--- src/rtl/onchip_mem_copy_master_if.sv ---
// Avalon-MM bus bundle for the single-port on-chip RAM.
// The copy master drives the master modport and the RAM sits on the slave modport.
interface onchip_mem_copy_master_if #(
  parameter int ADDR_W = 14,
  parameter int DATA_W = 32
);
  logic [ADDR_W-1:0]   address;
  logic [DATA_W/8-1:0] byteenable;
  logic                chipselect;
  logic                write;
  logic [DATA_W-1:0]   writedata;
  logic                clken;
  logic [DATA_W-1:0]   readdata;

  // A read is accepted on any clock edge where chipselect is high and write is low.
  // Its readdata is valid READ_LATENCY edges later.
  // A write is committed on the clock edge where chipselect and write are both high.
  // The bus has no wait states, so there is no ready/waitrequest signal.
  modport master (
    output address, byteenable, chipselect, write, writedata, clken,
    input  readdata
  );

  modport slave (
    input  address, byteenable, chipselect, write, writedata, clken,
    output readdata
  );
endinterface

--- src/rtl/onchip_mem_copy_master.sv ---
// Block copy engine for the on-chip RAM: read a word, wait for the read latency, write it out.
// Optional running checksum output is enabled by defining ONCHIP_MEM_COPY_CHECKSUM_EN.
module onchip_mem_copy_master #(
  parameter int ADDR_W       = 14,
  parameter int DATA_W       = 32,
  parameter int READ_LATENCY = 1
) (
  input  logic                clk,
  input  logic                reset,
  input  logic                start,
  input  logic [ADDR_W-1:0]   src_addr,
  input  logic [ADDR_W-1:0]   dst_addr,
  input  logic [ADDR_W:0]     len_words,
  output logic                busy,
  output logic                done,
  output logic [2:0]          fsm_state,
  onchip_mem_copy_master_if.master avm
`ifdef ONCHIP_MEM_COPY_CHECKSUM_EN
  ,
  output logic [DATA_W-1:0]   checksum
`endif
);

  localparam int LAT_W = (READ_LATENCY > 1) ? $clog2(READ_LATENCY) : 1;

  typedef enum logic [2:0] {
    IDLE = 3'd0,
    RD   = 3'd1,
    LAT  = 3'd2,
    WR   = 3'd3,
    FIN  = 3'd4
  } state_t;

  state_t            state;
  logic [ADDR_W-1:0] src_ptr;
  logic [ADDR_W-1:0] dst_ptr;
  logic [ADDR_W:0]   remaining;
  logic [LAT_W-1:0]  lat_cnt;

  assign fsm_state = state;
  assign avm.clken = ~reset;

  // Bus outputs are set on the edge that enters a state, so each one is valid for the whole state.
  // writedata also serves as the register that holds the captured word.
  always_ff @(posedge clk) begin
    if (reset) begin
      state          <= IDLE;
      busy           <= 1'b0;
      done           <= 1'b0;
      avm.chipselect <= 1'b0;
      avm.write      <= 1'b0;
      avm.address    <= '0;
      avm.writedata  <= '0;
      avm.byteenable <= '0;
      src_ptr        <= '0;
      dst_ptr        <= '0;
      remaining      <= '0;
      lat_cnt        <= '0;
`ifdef ONCHIP_MEM_COPY_CHECKSUM_EN
      checksum       <= '0;
`endif
    end else begin
      done <= 1'b0;
      case (state)
        IDLE: begin
          if (start) begin
`ifdef ONCHIP_MEM_COPY_CHECKSUM_EN
            checksum <= '0;
`endif
            if (len_words != '0) begin
              src_ptr        <= src_addr;
              dst_ptr        <= dst_addr;
              remaining      <= len_words;
              state          <= RD;
              busy           <= 1'b1;
              avm.chipselect <= 1'b1;
              avm.write      <= 1'b0;
              avm.address    <= src_addr;
              avm.byteenable <= '1;
            end else begin
              state <= FIN;
              done  <= 1'b1;
            end
          end
        end
        RD: begin
          state          <= LAT;
          avm.chipselect <= 1'b0;
          avm.byteenable <= '0;
          lat_cnt        <= LAT_W'(READ_LATENCY - 1);
        end
        LAT: begin
          if (lat_cnt == '0) begin
            avm.writedata  <= avm.readdata;
            state          <= WR;
            avm.chipselect <= 1'b1;
            avm.write      <= 1'b1;
            avm.address    <= dst_ptr;
            avm.byteenable <= '1;
          end else begin
            lat_cnt <= lat_cnt - LAT_W'(1);
          end
        end
        WR: begin
          src_ptr   <= src_ptr + ADDR_W'(1);
          dst_ptr   <= dst_ptr + ADDR_W'(1);
          remaining <= remaining - (ADDR_W+1)'(1);
          avm.write <= 1'b0;
`ifdef ONCHIP_MEM_COPY_CHECKSUM_EN
          checksum  <= checksum + avm.writedata;
`endif
          if (remaining == (ADDR_W+1)'(1)) begin
            state          <= FIN;
            avm.chipselect <= 1'b0;
            avm.byteenable <= '0;
            busy           <= 1'b0;
            done           <= 1'b1;
          end else begin
            state          <= RD;
            avm.chipselect <= 1'b1;
            avm.byteenable <= '1;
            avm.address    <= src_ptr + ADDR_W'(1);
          end
        end
        FIN: begin
          state <= IDLE;
        end
        default: begin
          state <= IDLE;
        end
      endcase
    end
  end

endmodule
--- src/flat_wrapper.sv ---
// flat-port wrapper written by rule: the top's interface ports become plain ports
module onchip_mem_copy_master_flat 
#(
  parameter int ADDR_W       = 14,
  parameter int DATA_W       = 32,
  parameter int READ_LATENCY = 1
)
  (clk, reset, start, src_addr, dst_addr, len_words, busy, done, fsm_state, avm_address, avm_byteenable, avm_chipselect, avm_write, avm_writedata, avm_clken, avm_readdata);
  onchip_mem_copy_master_if #(.ADDR_W(ADDR_W), .DATA_W(DATA_W)) avm_i ();
  input  logic clk;
  input  logic reset;
  input  logic start;
  input  logic [ADDR_W-1:0] src_addr;
  input  logic [ADDR_W-1:0] dst_addr;
  input  logic [ADDR_W:0] len_words;
  output logic busy;
  output logic done;
  output logic [2:0] fsm_state;
  output wire logic [$bits(avm_i.address)-1:0] avm_address;
  output wire logic [$bits(avm_i.byteenable)-1:0] avm_byteenable;
  output wire logic [$bits(avm_i.chipselect)-1:0] avm_chipselect;
  output wire logic [$bits(avm_i.write)-1:0] avm_write;
  output wire logic [$bits(avm_i.writedata)-1:0] avm_writedata;
  output wire logic [$bits(avm_i.clken)-1:0] avm_clken;
  input wire logic [$bits(avm_i.readdata)-1:0] avm_readdata;
  assign avm_address = avm_i.address;
  assign avm_byteenable = avm_i.byteenable;
  assign avm_chipselect = avm_i.chipselect;
  assign avm_write = avm_i.write;
  assign avm_writedata = avm_i.writedata;
  assign avm_clken = avm_i.clken;
  assign avm_i.readdata = avm_readdata;
  onchip_mem_copy_master #(.ADDR_W(ADDR_W), .DATA_W(DATA_W), .READ_LATENCY(READ_LATENCY)) u_core (.clk(clk), .reset(reset), .start(start), .src_addr(src_addr), .dst_addr(dst_addr), .len_words(len_words), .busy(busy), .done(done), .fsm_state(fsm_state), .avm(avm_i));
endmodule
--- config.mk ---
export PLATFORM = sky130hd
export DESIGN_NAME = onchip_mem_copy_master_flat
export DESIGN_NICKNAME = d
export VERILOG_FILES = /design/src/rtl/onchip_mem_copy_master_if.sv /design/src/rtl/onchip_mem_copy_master.sv /design/src/flat_wrapper.sv
export SDC_FILE = /design/constraint.sdc
export NUM_CORES = 1
export LEC_CHECK = 0
export ABC_AREA = 1
export BUFFER_PORTS_ARGS = -buffer_cell sky130_fd_sc_hd__buf_4
export CORE_MARGIN = 2
export CORE_UTILIZATION = 55
export CTS_BUF_LIST = sky130_fd_sc_hd__clkbuf_4 sky130_fd_sc_hd__clkbuf_8
export DETAILED_ROUTE_END_ITERATION = 16
export GPL_ROUTABILITY_DRIVEN = 0
export PLACE_DENSITY = 0.91
export SYNTH_ARGS = -nofsm -noshare
export SYNTH_HDL_FRONTEND = slang
export SYNTH_SLANG_ARGS = --single-unit
--- constraint.sdc ---
create_clock -name clk -period 1.85 [get_ports clk]
set_input_delay 0.2775 -clock clk [delete_from_list [all_inputs] [get_ports clk]]
set_output_delay 0.2775 -clock clk [all_outputs]
set_load 0.005 [all_outputs]
# --- Yosys cells after proc, flatten, opt, wreduce, memory -nomap -nowiden ---
# Index checks and enable logic that the tools add are counted.
# W data, S select, Z words.
word_totals:
  out_inout_bits: 58
  ff_bits: 101
  in_bits: 78
  word_cells: 78
op_classes:
  reduce_logical: 13
  n_mux: 38
  n_bitwise: 2
  add_sub_neg: 4
  n_eq_ne: 9
ops:
  columns: ["op", "count"]
  rows:
  - ["$mux W14", 6]
  - ["$pmux W14 S2", 2]
  - ["$pmux W14 S3", 1]
  - ["$mux W15", 2]
  - ["$pmux W15 S2", 1]
  - ["$add A14 B1 Y14 const B", 2]
  - ["$mux W4", 4]
  - ["$pmux W4 S4", 1]
  - ["$eq A15 B1 Y1 const B", 1]
  - ["$reduce_bool A15 Y1", 1]
  - ["$sub A15 B1 Y15 const B", 1]
  - ["$mux W3", 4]
  - ["$pmux W3 S4", 1]
  - ["$reduce_and A4 Y1", 3]
  - ["$mux W1", 11]
  - ["$eq A3 B2 Y1 const B", 2]
  - ["$ne A2 B2 Y1 const B", 3]
  - ["$pmux W1 S2", 3]
  - ["$reduce_and A5 Y1", 1]
  - ["$ne A2 B1 Y1 const B", 2]
  - ["$pmux W1 S4", 1]
  - ["$reduce_and A2 Y1", 2]
  - ["$reduce_bool A2 Y1", 2]
  - ["$reduce_bool A4 Y1", 1]
  - ["other kinds (7)", 8]

# --- Longest topological paths before layout ---
logic_depth:
  depth_word: 4
  ltp_mapped: 13
  mapped_depth_nobuf: 11

# --- Least setup slack after synthesis ---
# Ideal clock, no wire load.
synth_timing:
  path_type: "register -> register"
  startpoint: "reg u_core.state[2] (netlist: u_core.fsm_state[2])"
  endpoint: "reg u_core.avm.address[6]"
  setup_slack_ps: 306
  path_buffers: 2
  path_stages_with_launch: 14
  arrival_ps: 1431
  cell_sequence: "dfxtp_1 > inv_2 > nand2_4 > nor2_4 > inv_2 > or2_1 > buf_6 > nand2_4 > inv_4 > nand2_8 > buf_8 > nand2_1 > nand2_1 > nor2_1"
synth_between:
  elab_chain_cells: 3
synth_rtl:
  columns: ["item", "line", "rtl"]
  rows:
  - ["start, declared", "onchip_mem_copy_master.sv:34", "state_t state;"]
  - ["start signal, assigned", "onchip_mem_copy_master.sv:47", "state <= IDLE;"]
  - ["start signal, assigned", "onchip_mem_copy_master.sv:74", "state <= RD;"]
  - ["start signal, assigned", "onchip_mem_copy_master.sv:81", "state <= FIN;"]
  - ["$eq A3 B2 Y1 / $logic_not A3 Y1 (equally long branches)", "onchip_mem_copy_master.sv:64", "case (state)"]
  - ["$ne A2 B2 Y1 (no source line) (tied with other cells)", null, null]
  - ["$reduce_and A5 Y1 (no source line)", null, null]
  - ["end signal, assigned", "onchip_mem_copy_master.sv:78", "avm.address <= src_addr;"]
  - ["end signal, assigned", "onchip_mem_copy_master.sv:98", "avm.address <= dst_ptr;"]
  - ["end signal, assigned", "onchip_mem_copy_master.sv:122", "avm.address <= src_ptr + ADDR_W'(1);"]
  - ["end, declared", "onchip_mem_copy_master_if.sv:20", "output address, byteenable, chipselect, write, writedata, clken,"]
# Several ways; a longest one is shown, not always the timed one.
# A chain may end at the register's enable or synchronous reset.

# --- Worst setup path in the final report ---
layout_timing:
  startpoint: "reg u_core.state[2] (netlist: u_core.fsm_state[2])"
  endpoint: "reg u_core.dst_ptr[1]"
layout_between:
  elab_chain_cells: 3
layout_rtl:
  columns: ["item", "line", "rtl"]
  rows:
  - ["$logic_not A3 Y1 / $eq A3 B2 Y1 (equally long branches)", "onchip_mem_copy_master.sv:64", null]
  - ["$ne A2 B1 Y1 (no source line) (tied with other cells)", null, null]
  - ["$reduce_and A3 Y1 (no source line)", null, null]
  - ["end signal, assigned", "onchip_mem_copy_master.sv:72", "dst_ptr <= dst_addr;"]
  - ["end signal, assigned", "onchip_mem_copy_master.sv:106", "dst_ptr <= dst_ptr + ADDR_W'(1);"]
  - ["end, declared", "onchip_mem_copy_master.sv:36", "logic [ADDR_W-1:0] dst_ptr;"]
# Several ways; a longest one is shown, not always the timed one.

==> flow_metrics.tcl <==
set metrics [dict create \
    worst_pin_slew_ns 0.636 \
    grt_pass1_vias 5233 \
    slowest_delay_ns 0.60 \
    cts_tree "yes" \
    post_drt_via_cell_ratio 5.31 \
    timing.final.hold_violations 0 \
    drtPass1Iterations 5 \
    synth.cell_area_mm2 0.00530 \
    finalWirelength_um 15200 \
    peakVddDrop_v 0.000461 \
    postRouteAntennaNets 0 \
    clk_latency_ns 0.36 \
    ys_seq_area_share_pct 36.3 \
    critPathLaunch "u_core.fsm_state[2]$_SDFFE_PP0P_" \
    overflow 0 \
    cp.required_ns 2.13 \
    numCtsBuffers 9 \
    path_clk_slew_ns 0.10 \
    crit_fanout 10 \
    drive_above_1_share_pct 20.7 \
    fin_nets 1065 \
    synth_cells 849 \
    cpMaxStageDelayCell "a21boi_2" \
    placeableCoreArea_mm2 0.00928 \
    antenna_cells 0 \
    dpl_cell_area_mm2 0.00646 \
    initial_core_util_pct 57.0 \
    cts.path.max_buffers 2 \
    wl_met2_um 7360 \
    wl_met3_um 1350 \
    worstPathArrival_ns 2.12 \
    row_count 35 \
    cts-root-buf "clkbuf_8" \
    die_h_um 102 \
    die_w_um 102 \
    syn_to_final_growth_pct 26.6 \
    h-tree-depth 3 \
    port_buffers 135 \
    leakagePower_uw 0.00327 \
    period_share_pct 99.8 \
    yosys_register_bits 96 \
    start_kind "flip-flop" \
    min-delay-start "avm_readdata[26]" \
    crit_chain "inv_2 -> nand2_4 -> nor2_4 -> nand2_1 -> a21boi_2 -> nor2_1 -> nor2_1" \
    crit_top_cell "nor2_1" \
    status "finished, final reports clean" \
    postSynthAreaPerCell_um2 6.24 \
    grt_first_pass_wirelength_um 23800 \
    pin_count 136 \
    slew_headroom_pct 57.3 \
    maxSlewViolCount 0 \
    power.density_mw_per_mm2 841 \
    synth_nets 931 \
    grt_antenna_before_repair 0 \
    max_freq_ghz 0.542 \
    crit_type "reg2reg" \
    die_area_mm2 0.0104 \
    reg2reg_from "u_core.fsm_state[2]$_SDFFE_PP0P_" \
    hold_slack_ns 0.156 \
    ys_types 35 \
    crit_buf_inv 1 \
    setup_violations 0 \
    yosys_warnings 0 \
    fin_skew_ns 0.0112 \
    hp-class "in2reg" \
    clock_sinks 96 \
    fillers 766 \
    vias 5926 \
    drcViolationCount 0 \
    top_layer "met4" \
    drt-met1-wl_um 6110 \
    min_period_ns 1.85 \
    endpoint_kind "flip-flop" \
    drv_cap 0 \
    wl_per_cell_um 13.6 \
    place_hpwl_um 10600 \
    grt_max_degree 40 \
    design_area_mm2 0.00671 \
    grt.total_usage_pct 28.5 \
    drt_iter0_markers 667 \
    crit_family "simple AND/OR/NAND/NOR gates" \
]
==> area by class of cell <==
cell class	instances	area [um^2]	share of cell area [%]
Multi-Input combinational cell	645	2910	43.4
Inverter	68	260	3.88
Timing Repair Buffer	163	1270	18.9
Clock inverter	6	51.3	0.765
Sequential cell	96	1920	28.7
Tap cell	129	161	2.41
Clock buffer	10	131	1.96
==> what timing repair did <==
action	CTS	global route
resized for setup	2	7
hold buffers	0	0
endpoints found under the setup margin	41	55
buffers inserted	0	0
gates cloned	1	2
==> where the power goes <==
group,switching [uW],internal (uW),total [uW]
registers,228,2320,2550
clock network,779,523,1300
logic,1020,768,1790
total,2030,3610,5640
==> registers in the layout, indices dropped and copies added, names as in the netlist <==
signal,flops
u_core.avm.writedata,32
u_core.remaining,15
u_core.avm.address,14
u_core.dst_ptr,14
u_core.src_ptr,14
u_core.fsm_state,3
u_core.avm.byteenable,1
u_core.avm.write,1
u_core.busy,1
u_core.done,1
==> logic make-up (layout without fill, tap and decap cells) <==
family | count (synthesis) | after routing | share of synthesized area (%)
xor+xnor | 6 | 6 | 0.992
mux | 2 | 2 | 0.378
flops | 96 | 96 | 36.3
buf+inv | 111 | 247 | 9.78
fa+ha+maj | 4 | 4 | 0.945
compound gates | 118 | 121 | 12.2
simple gates | 512 | 512 | 39.4
==> layer usage <==
layer	GRT usage [%]	up-vias
li1	-	2940
met1	36.8	2606
met2	48.6	332
met3	4.65	48
met4	9.33	0
met5	0	-
==> worst reg2reg max path, cell delays in order, from the launching register on <==
cell	delay, ns
dfxtp_1	0.36
inv_2	0.09
nand2_4	0.06
nor2_4	0.11
nand2_1	0.23
a21boi_2	0.61
nor2_1	0.12
nor2_1	0.19
==> Yosys cell counts (all sizes together) <==
| cell type | n | share of area [%] |
|---|---|---|
| nand2 | 271 | 20 |
| nor2 | 170 | 12 |
| dfxtp | 96 | 36 |
| inv | 68 | 4.9 |
| o21ai | 63 | 6.0 |
| nand3 | 59 | 5.6 |
| a21oi | 42 | 4.2 |
| buf | 26 | 3.7 |
| clkbuf | 17 | 1.2 |
| nand4 | 7 | 0.83 |
| o211ai | 7 | 0.99 |
| xor2 | 6 | 0.99 |
| ha | 4 | 0.95 |
| o21bai | 3 | 0.43 |
| a21boi | 2 | 0.50 |
| mux2i | 2 | 0.38 |
| nor3 | 2 | 0.19 |
| or2 | 2 | 0.24 |
| nand3b | 1 | 0.14 |
| o22ai | 1 | 0.12 |
==> cell usage in the layout (no fill, tap or decap), types with 2 or more instances in the layout <==
master      instances
a21boi_2            2
a21boi_4            2
a21oi_1            39
a21oi_2             3
buf_12              3
buf_4             158
buf_6               2
clkbuf_8            9
clkinvlp_4          3
dfxtp_1            95
ha_1                4
inv_1              64
inv_2               2
inv_4               2
inv_6               2
mux2i_1             2
nand2_1           262
nand2_2             4
nand2_4             4
nand3_1            59
nand4_1             7
nor2_1            167
nor2_4              2
nor3_1              2
o211ai_1            7
o21ai_0            62
o21bai_1            3
xor2_1              6
==> path summary, 6_finish.rpt <==
kind	slack, ns	cells after the start	to
max reg2reg	0.004	7	u_core.dst_ptr[1]$_SDFFE_PP0P_
max	0.004	7	u_core.dst_ptr[1]$_SDFFE_PP0P_
min reg2reg	0.47	2	u_core.busy$_SDFFE_PP0P_
min	0.16	3	u_core.avm.writedata[26]$_SDFFE_PP0P_
==> per-stage QoR <==
step | utilization, % | setup slack (ns) | TNS [ns] | std cells | total power [uW]
floorplan | - | 0.306 | 0 | 849 | 3660
global placement | 69.6 | -0.0862 | -1.43 | 1098 | 4230
detailed placement | 69.6 | -0.155 | -3.46 | 1098 | 4280
CTS | 71.8 | -0.00702 | -0.00702 | 1115 | 5580
global route | 72.2 | -0.0467 | -0.0715 | 1117 | 5990
finish | 72.2 | 0.00435 | 0 | 1117 | 5640
(Power assumes the default switching activity.)
